$ cat config.mk
export PLATFORM = sky130hd
export DESIGN_NAME = arq_tx_scheduler
export DESIGN_NICKNAME = d
export VERILOG_FILES = /design/src/rtl/arq_tx_scheduler.sv
export SDC_FILE = /design/constraint.sdc
export NUM_CORES = 1
export LEC_CHECK = 0
export BUFFER_PORTS_ARGS = -buffer_cell sky130_fd_sc_hd__buf_4
export CAP_MARGIN = 15
export CORE_MARGIN = 2
export CORE_UTILIZATION = 52
export CTS_CLUSTER_DIAMETER = 40
export DETAILED_ROUTE_END_ITERATION = 10
export GPL_TIMING_DRIVEN = 0
export PLACE_DENSITY = 0.76
export SLEW_MARGIN = 40
export SYNTH_ARGS = -nofsm -noshare
export SYNTH_HDL_FRONTEND = slang
export SYNTH_SLANG_ARGS = --single-unit
$ cat constraint.sdc
create_clock -name i_clk -period 2.1 [get_ports i_clk]
set_clock_uncertainty 0.15 [all_clocks]
set_input_delay 0.315 -clock i_clk [delete_from_list [all_inputs] [get_ports i_clk]]
set_output_delay 0.315 -clock i_clk [all_outputs]
set_load 0.005 [all_outputs]
$ cat src/rtl/arq_tx_scheduler.sv
// ============================================================================
// Module   : arq_tx_scheduler
// Purpose  : ARQ loop sequencer between the mapper FAS strobe and the serial
//            OTN frame transmitter (admission, backoff/retransmit, flush, stats).
// Revision : 1.0 - initial release
// ============================================================================
`timescale 1ns/1ps
`default_nettype none

module arq_tx_scheduler #(
  parameter int BACKOFF_CYC = 1000,
  parameter int MAX_RETRY   = 3,
  parameter int ACK_TO_CYC  = 2000000,
  parameter int PULSE_CYC   = 4,
  parameter int CNT_W       = 16
) (
  input  logic             i_clk,
  input  logic             i_rst,
  input  logic             i_arq_en,
  input  logic             i_fas_in,
  input  logic [2:0]       i_tr_state,
  input  logic             i_retrans_wait,
  input  logic             i_send_complete,
  output logic             o_fas_out,
  output logic             o_arq_en,
  output logic             o_retrans_en,
  output logic             o_tr_flush,
  output logic             o_busy,
  output logic             o_frame_ok,
  output logic             o_frame_drop,
  output logic             o_fas_blocked,
  output logic             o_ack_timeout,
  output logic [2:0]       o_retry_cnt,
  output logic [CNT_W-1:0] o_ok_cnt,
  output logic [CNT_W-1:0] o_drop_cnt,
  output logic [CNT_W-1:0] o_retx_cnt
);

  localparam int c_PH_MAX = (BACKOFF_CYC > PULSE_CYC) ? BACKOFF_CYC : PULSE_CYC;
  localparam int c_PH_W   = $clog2(c_PH_MAX + 1);
  localparam int c_ACK_W  = $clog2(ACK_TO_CYC + 1);

  localparam logic [2:0] c_TR_IDLE = 3'b000;
  localparam logic [2:0] c_TR_ACK  = 3'b010;

  typedef enum logic [2:0] {
    S_IDLE    = 3'd0,
    S_SEND    = 3'd1,
    S_BACKOFF = 3'd2,
    S_RETRANS = 3'd3,
    S_FLUSH   = 3'd4
  } state_t;

  state_t              r_state;
  logic [c_PH_W-1:0]   r_phase;
  logic [c_ACK_W-1:0]  r_ack_cnt;
  logic                r_left_idle;
  logic                r_sc_d;
  logic                r_fas_out, r_arq_en, r_retrans_en, r_tr_flush, r_busy;
  logic                r_frame_ok, r_frame_drop, r_fas_blocked, r_ack_timeout;
  logic [2:0]          r_retry_cnt;
  logic [CNT_W-1:0]    r_ok_cnt, r_drop_cnt, r_retx_cnt;

  logic w_sc_edge;
  logic w_tr_idle;
  logic w_ack_expire;
  logic w_pulse_last;

  assign w_sc_edge    = i_send_complete & ~r_sc_d;
  assign w_tr_idle    = (i_tr_state == c_TR_IDLE);
  // Timer saturates at its terminal value so an expiry masked by a
  // higher-priority event is still seen on the following cycle.
  assign w_ack_expire = (i_tr_state == c_TR_ACK) &&
                        (r_ack_cnt >= c_ACK_W'(ACK_TO_CYC - 1));
  assign w_pulse_last = (r_phase == c_PH_W'(PULSE_CYC - 1));

  always_ff @(posedge i_clk) begin
    if (i_rst) begin
      r_state       <= S_IDLE;
      r_phase       <= '0;
      r_ack_cnt     <= '0;
      r_left_idle   <= 1'b0;
      r_sc_d        <= 1'b0;
      r_fas_out     <= 1'b0;
      r_arq_en      <= 1'b0;
      r_retrans_en  <= 1'b0;
      r_tr_flush    <= 1'b0;
      r_busy        <= 1'b0;
      r_frame_ok    <= 1'b0;
      r_frame_drop  <= 1'b0;
      r_fas_blocked <= 1'b0;
      r_ack_timeout <= 1'b0;
      r_retry_cnt   <= '0;
      r_ok_cnt      <= '0;
      r_drop_cnt    <= '0;
      r_retx_cnt    <= '0;
    end else begin
      r_sc_d        <= i_send_complete;
      r_fas_out     <= 1'b0;
      r_frame_ok    <= 1'b0;
      r_frame_drop  <= 1'b0;
      r_retrans_en  <= 1'b0;
      r_tr_flush    <= 1'b0;
      r_fas_blocked <= i_fas_in && ((r_state != S_IDLE) || !w_tr_idle);

      case (r_state)
        S_IDLE: begin
          if (i_fas_in && w_tr_idle) begin
            r_fas_out   <= 1'b1;
            r_arq_en    <= i_arq_en;
            r_retry_cnt <= '0;
            r_left_idle <= 1'b0;
            r_ack_cnt   <= '0;
            r_busy      <= 1'b1;
            r_state     <= S_SEND;
          end
        end

        S_SEND: begin
          if (!w_tr_idle) r_left_idle <= 1'b1;
          if (i_tr_state != c_TR_ACK) r_ack_cnt <= '0;
          else if (!w_ack_expire)     r_ack_cnt <= r_ack_cnt + 1'b1;

          if (w_sc_edge) begin
            r_frame_ok <= 1'b1;
            r_ok_cnt   <= (&r_ok_cnt) ? r_ok_cnt : r_ok_cnt + 1'b1;
          end else if (i_retrans_wait) begin
            r_phase   <= '0;
            r_ack_cnt <= '0;
            r_state   <= (r_retry_cnt < 3'(MAX_RETRY)) ? S_BACKOFF : S_FLUSH;
          end else if (r_left_idle && w_tr_idle) begin
            // Without ARQ there is no ACK, so a return to idle is the delivery.
            if (!r_arq_en) begin
              r_frame_ok <= 1'b1;
              r_ok_cnt   <= (&r_ok_cnt) ? r_ok_cnt : r_ok_cnt + 1'b1;
            end
            r_busy  <= 1'b0;
            r_state <= S_IDLE;
          end else if (w_ack_expire) begin
            r_ack_timeout <= 1'b1;
            r_phase       <= '0;
            r_state       <= S_FLUSH;
          end
        end

        S_BACKOFF: begin
          if (r_phase == c_PH_W'(BACKOFF_CYC - 1)) begin
            r_phase <= '0;
            r_state <= S_RETRANS;
          end else begin
            r_phase <= r_phase + 1'b1;
          end
        end

        S_RETRANS: begin
          r_retrans_en <= 1'b1;
          if (r_phase == '0) begin
            r_retry_cnt <= r_retry_cnt + 1'b1;
            r_retx_cnt  <= (&r_retx_cnt) ? r_retx_cnt : r_retx_cnt + 1'b1;
          end
          if (w_pulse_last) begin
            r_phase <= '0;
            r_state <= S_SEND;
          end else begin
            r_phase <= r_phase + 1'b1;
          end
        end

        S_FLUSH: begin
          r_tr_flush <= 1'b1;
          if (r_phase == '0) begin
            r_frame_drop <= 1'b1;
            r_drop_cnt   <= (&r_drop_cnt) ? r_drop_cnt : r_drop_cnt + 1'b1;
          end
          if (w_pulse_last) begin
            r_phase <= '0;
            r_busy  <= 1'b0;
            r_state <= S_IDLE;
          end else begin
            r_phase <= r_phase + 1'b1;
          end
        end

        default: begin
          r_busy  <= 1'b0;
          r_state <= S_IDLE;
        end
      endcase
    end
  end

  assign o_fas_out     = r_fas_out;
  assign o_arq_en      = r_arq_en;
  assign o_retrans_en  = r_retrans_en;
  assign o_tr_flush    = r_tr_flush;
  assign o_busy        = r_busy;
  assign o_frame_ok    = r_frame_ok;
  assign o_frame_drop  = r_frame_drop;
  assign o_fas_blocked = r_fas_blocked;
  assign o_ack_timeout = r_ack_timeout;
  assign o_retry_cnt   = r_retry_cnt;
  assign o_ok_cnt      = r_ok_cnt;
  assign o_drop_cnt    = r_drop_cnt;
  assign o_retx_cnt    = r_retx_cnt;

endmodule

`default_nettype wire

# Yosys cells after proc, flatten, opt, wreduce, memory -nomap -nowiden
# Cells that the tools add are included.
word_totals:
  regBits: 96
  input_bits: 9
  output_inout_bits: 60
  wordCells: 140
op_classes:
  add_sub_neg: 6
  magnitude_cmp: 2
  eq_ne: 22
  mux: 48
  bitwise_logic: 11
  n_reduce_logical: 33
ops:
  columns: ["operator", "count"]
  rows:
  - ["21-bit two-way mux", 5]
  - ["16-bit two-way mux", 5]
  - ["10-bit two-way mux", 6]
  - ["16-bit by 1-bit adder with 16-bit output (second input constant)", 3]
  - ["16-bit AND reduction", 3]
  - ["21-bit one-hot mux with 2 select lines", 1]
  - ["3-bit two-way mux", 11]
  - ["10-bit one-hot mux with 3 select lines", 1]
  - ["21-bit by 1-bit adder with 21-bit output (second input constant)", 1]
  - ["21-bit >= comparator (second input constant)", 1]
  - ["2-bit != test (second input constant)", 9]
  - ["1-bit two-way mux", 15]
  - ["3-bit one-hot mux with 5 select lines", 1]
  - ["3-bit AND reduction", 4]
  - ["6-bit AND reduction", 2]
  - ["10-bit by 1-bit adder with 10-bit output (second input constant)", 1]
  - ["10-bit == test (second input constant)", 1]
  - ["10-bit by 2-bit == test with 1-bit output (second input constant)", 1]
  - ["10-bit zero test", 1]
  - ["1-bit NOT", 10]
  - ["2-bit OR reduction", 5]
  - ["3-bit by 2-bit == test with 1-bit output (second input constant)", 3]
  - ["4-bit AND reduction", 2]
  - ["3-bit zero test", 2]
  - ["other kinds (19)", 28]

# Depth between registers and ports, before layout
depth:
  word_depth: 7
  depth_mapped: 9

# Least setup slack after synthesis
# Ideal clock, no wire load.
synth_timing:
  path_kind: "register to register"
  start: "register r_ack_cnt[0]"
  end: "register r_state[0]"
  setup_ns: 0.125
  arrival_time_ns: 1.939
  t_required_ns: 1.825
  setup_slack_ns: -0.114
  stages_incl_launch_ff: 8
  cell_sequence: "dfxtp_1 -> ha_1 -> nand4_1 -> or2_2 -> or3_1 -> and3_1 -> a2111oi_2 -> nor2_1"
synth_via:
  elab_chain_cells: 4
synth_lines:
  columns: ["item", "line", "rtl"]
  rows:
  - ["start, declared", "56", "logic [c_ACK_W-1:0] r_ack_cnt;"]
  - ["start signal, assigned", "122", "else if (!w_ack_expire) r_ack_cnt <= r_ack_cnt + 1'b1;"]
  - ["21-bit >= comparator", "74", "(r_ack_cnt >= c_ACK_W'(ACK_TO_CYC - 1));"]
  - ["1-bit logical AND", "73", "assign w_ack_expire = (i_tr_state == c_TR_ACK) &&"]
  - ["4-bit != test (no source line)", null, null]
  - ["6-bit AND reduction (no source line)", null, null]
  - ["end signal, assigned", "130", "r_state <= (r_retry_cnt < 3'(MAX_RETRY)) ? S_BACKOFF : S_FLUSH;"]
  - ["end, declared", "54", "state_t r_state;"]
# Every way passes these cells.
# A chain may end at the register's enable or synchronous reset.

# Worst setup path after layout
layout_timing:
  start: "register r_ack_cnt[1]"
  end: "register r_phase[9]"
layout_via:
  elab_chain_cells: 4
layout_lines:
  columns: ["item", "line", "rtl"]
  rows:
  - ["21-bit >= comparator", "74", null]
  - ["1-bit logical AND", "73", null]
  - ["3-bit != test (no source line)", null, null]
  - ["4-bit AND reduction (no source line)", null, null]
  - ["end signal, assigned", "151", "r_phase <= r_phase + 1'b1;"]
  - ["end signal, assigned", "165", "r_phase <= r_phase + 1'b1;"]
  - ["end signal, assigned", "180", "r_phase <= r_phase + 1'b1;"]
  - ["end, declared", "55", "logic [c_PH_W-1:0] r_phase;"]
# Every way passes these cells.

==> flow_metrics.tcl <==
set metrics [dict create \
    ys_warn_count 0 \
    row_count 35 \
    first_global_vias 4589 \
    clock_path_buffers 2 \
    avgSynthCellArea_um2 8.37 \
    violations "negative setup slack" \
    crit_path_max_fanout 5 \
    synthMostInstantiatedCell "dfxtp_1" \
    syn_area_um2 4940 \
    vdd_drop_max_mv 0.274 \
    gr-usage-all-layers_pct 25.5 \
    p_leak_nw 2.35 \
    finalSetupViolations 20 \
    path_clk_slew_ns 0.09 \
    timing.hold.ws_ns 0.0811 \
    cp_slowest_cell "or3_4" \
    yosysTopAreaCellShare_pct 38.9 \
    dieWidth_um 101 \
    dr.pass1.iters 5 \
    yosysSeqAreaShare_pct 38.9 \
    critPathKind "reg -> reg" \
    reg2reg_slack_ns -0.17 \
    ys_seq_elements 96 \
    die_area_um2 10300 \
    min_period_over_period_pct 108 \
    drive_gt1_share_pct 29.5 \
    tightest_slew_ns 0.704 \
    multi_input_area_um2 3200 \
    grt_max_degree 18 \
    hold_path.class "in -> reg" \
    cts_tree "yes" \
    critPathLaunchType "flop" \
    detail-route-antenna-nets 0 \
    worst_slack_ns -0.170 \
    h-tree-depth 3 \
    crit_arrival_ns 2.37 \
    yosys.area.top_type "dfxtp_1" \
    cts_root_buf "clkbuf_8" \
    cp_common_cell "nand4_1" \
    hold_viol_final 0 \
    initial_core_util_pct 53.4 \
    placed_cell_area_um2 5640 \
    gp_congestion 0.879 \
    drcViolationCount 0 \
    outcome "finished with violations" \
    synth-main-ff-cell "dfxtp_1" \
    numCtsBuffers 9 \
    cpPeakStageDelay_ns 0.40 \
    area_growth_pct 30.2 \
    cp_top_family "simple AND/OR/NAND/NOR gates" \
    ios 69 \
    period_minus_slack_ns 2.27 \
    ys_types 67 \
    drtIter0Drc 297 \
    cp_num_buf_inv 0 \
    ys_top_cells_by_area "dfxtp_1 (39%), nor2_1 (4.7%), xor2_1 (4.3%), nand2_1 (4.0%), nand3_1 (3.8%)" \
    crit_required_ns 2.20 \
    drv_slew 0 \
    async_flop_share_pct 0 \
    synth_cells 590 \
    die_h_um 101 \
    synth_edf_count 0 \
    post-route-cell-area_um2 6430 \
    slew_headroom_pct 52.8 \
    port_buffers 68 \
    rsz0062_at_grt "true" \
    wirelength_um 13400 \
    syn_nets 606 \
    grt-ovfl-total 0 \
    viasPerCell 5.94 \
    setup-tns-final_ns -1.93 \
    layout.nets 713 \
    num_antenna_cells 0 \
    netlist_top_cells_count "dfxtp_1 (96), nor2_1 (62), nand2_1 (53)" \
    area.sequential_um2 1950 \
    vias 4933 \
    maxCapViolCount 0 \
    core-area_um2 9240 \
    powerDensity_nw_per_um2 485 \
    endpoint_kind "flop" \
    clkLatencyLatePin_ns 0.36 \
    grt_pass1_wl_um 21300 \
    antenna_found_initial 0 \
    n_fill_cell 702 \
    crit_path_cell_trace "ha_4 -> nand4_1 -> or2_4 -> or3_4 -> nand4_1 -> a21oi_4 -> a211o_1" \
    post-dp-hpwl_um 8650 \
    wl_per_cell_um 16.1 \
    fmax_mhz 440 \
    cts_sinks 96 \
]
[report_power, final]
part	total, mW	switching [mW]	internal (mW)
clock network	1.14	0.691	0.448
registers	1.83	0.00744	1.82
logic	0.149	0.0968	0.0522
[cells in the final DEF (no fill, tap or decap), drive strengths merged, types with 5 or more instances in the layout]
master,count
nor3b,5
a22o,5
a31oi,12
nand3,37
dfxtp,96
o21ai,28
clkbuf,21
a21oi,30
nor4,7
buf,105
xor2,24
nor2,62
and4,12
inv,22
a211o,7
nand2,53
or3,15
nand4,30
and3,13
or2,5
xnor2,18
and2,12
ha,7
a211oi,11
nor3,15
[worst reg2reg max path, cell delays in order, from the launching register on]
cell	delay, ns
dfxtp_4	0.37
ha_4	0.14
nand4_1	0.17
or2_4	0.31
or3_4	0.40
nand4_1	0.24
a21oi_4	0.12
a211o_1	0.26
[metal layers]
layer | vias up | global-route usage [%] | part of all wire [%]
li1 | 2370 | - | -
met1 | 2340 | 33.4 | 44
met2 | 182 | 42.6 | 48
met3 | 41 | 3.11 | 5.2
met4 | 0 | 10.5 | 3.1
met5 | - | 0 | 0
[worst paths after layout]
check,from,endpoint,cells past startpoint
worst max-delay path,r_ack_cnt[1],r_phase[9],7
worst min-delay path,i_arq_en,o_arq_en,3
worst max register to register,r_ack_cnt[1],r_phase[9],7
worst min register to register,r_ack_cnt[10],r_ack_cnt[10],2
[cell families (layout without fill, tap and decap cells)]
kind of cell	after synthesis	in the layout	share of synthesized area [%]
AND/OR/NAND/NOR	286	286	31.7
AO/OA/AOI/OAI	115	116	15.9
flip-flops	96	96	38.9
XOR/XNOR	42	42	7.45
buffers and inverters	41	152	3.60
adder cells (fa/ha/maj)	7	7	1.77
multiplexers	3	3	0.608
[through the flow]
step                      instances  total power, mW  utilization [%]  setup slack [ns]
after floorplan                 590             1.95                -           -0.0327
after global placement          787             2.00             61.0            -0.333
after detailed placement        787             2.01             61.0            -0.450
after CTS                       821             3.13             66.8            -0.147
after global routing            831             3.25             69.6            -0.277
final                           831             3.12             69.6            -0.170
[layout make-up]
cell class / instances / share of cell area [%]
Multi-Input combinational cell: 454 / 49.7
Clock inverter: 6 / 0.817
Buffer: 14 / 1.17
Sequential cell: 96 / 30.4
Clock buffer: 10 / 1.98
Timing Repair Buffer: 102 / 12.3
Tap cell: 129 / 2.51
Inverter: 20 / 1.17
[sequential cells by signal (all words and copies together) (netlist names), 3 cells and up]
name,flops
o_drop_cnt,16
r_ack_cnt,21
r_state,3
o_retry_cnt,3
r_phase,10
o_retx_cnt,16
o_ok_cnt,16
[timing repair]
action	CTS	global route
hold buffers	0	0
setup endpoints to repair	59	68
cloned	1	0
pin swaps	20	18
buffers inserted	21	14
gates resized for setup	52	51
No activity file was read; power rests on OpenSTA's default activity.
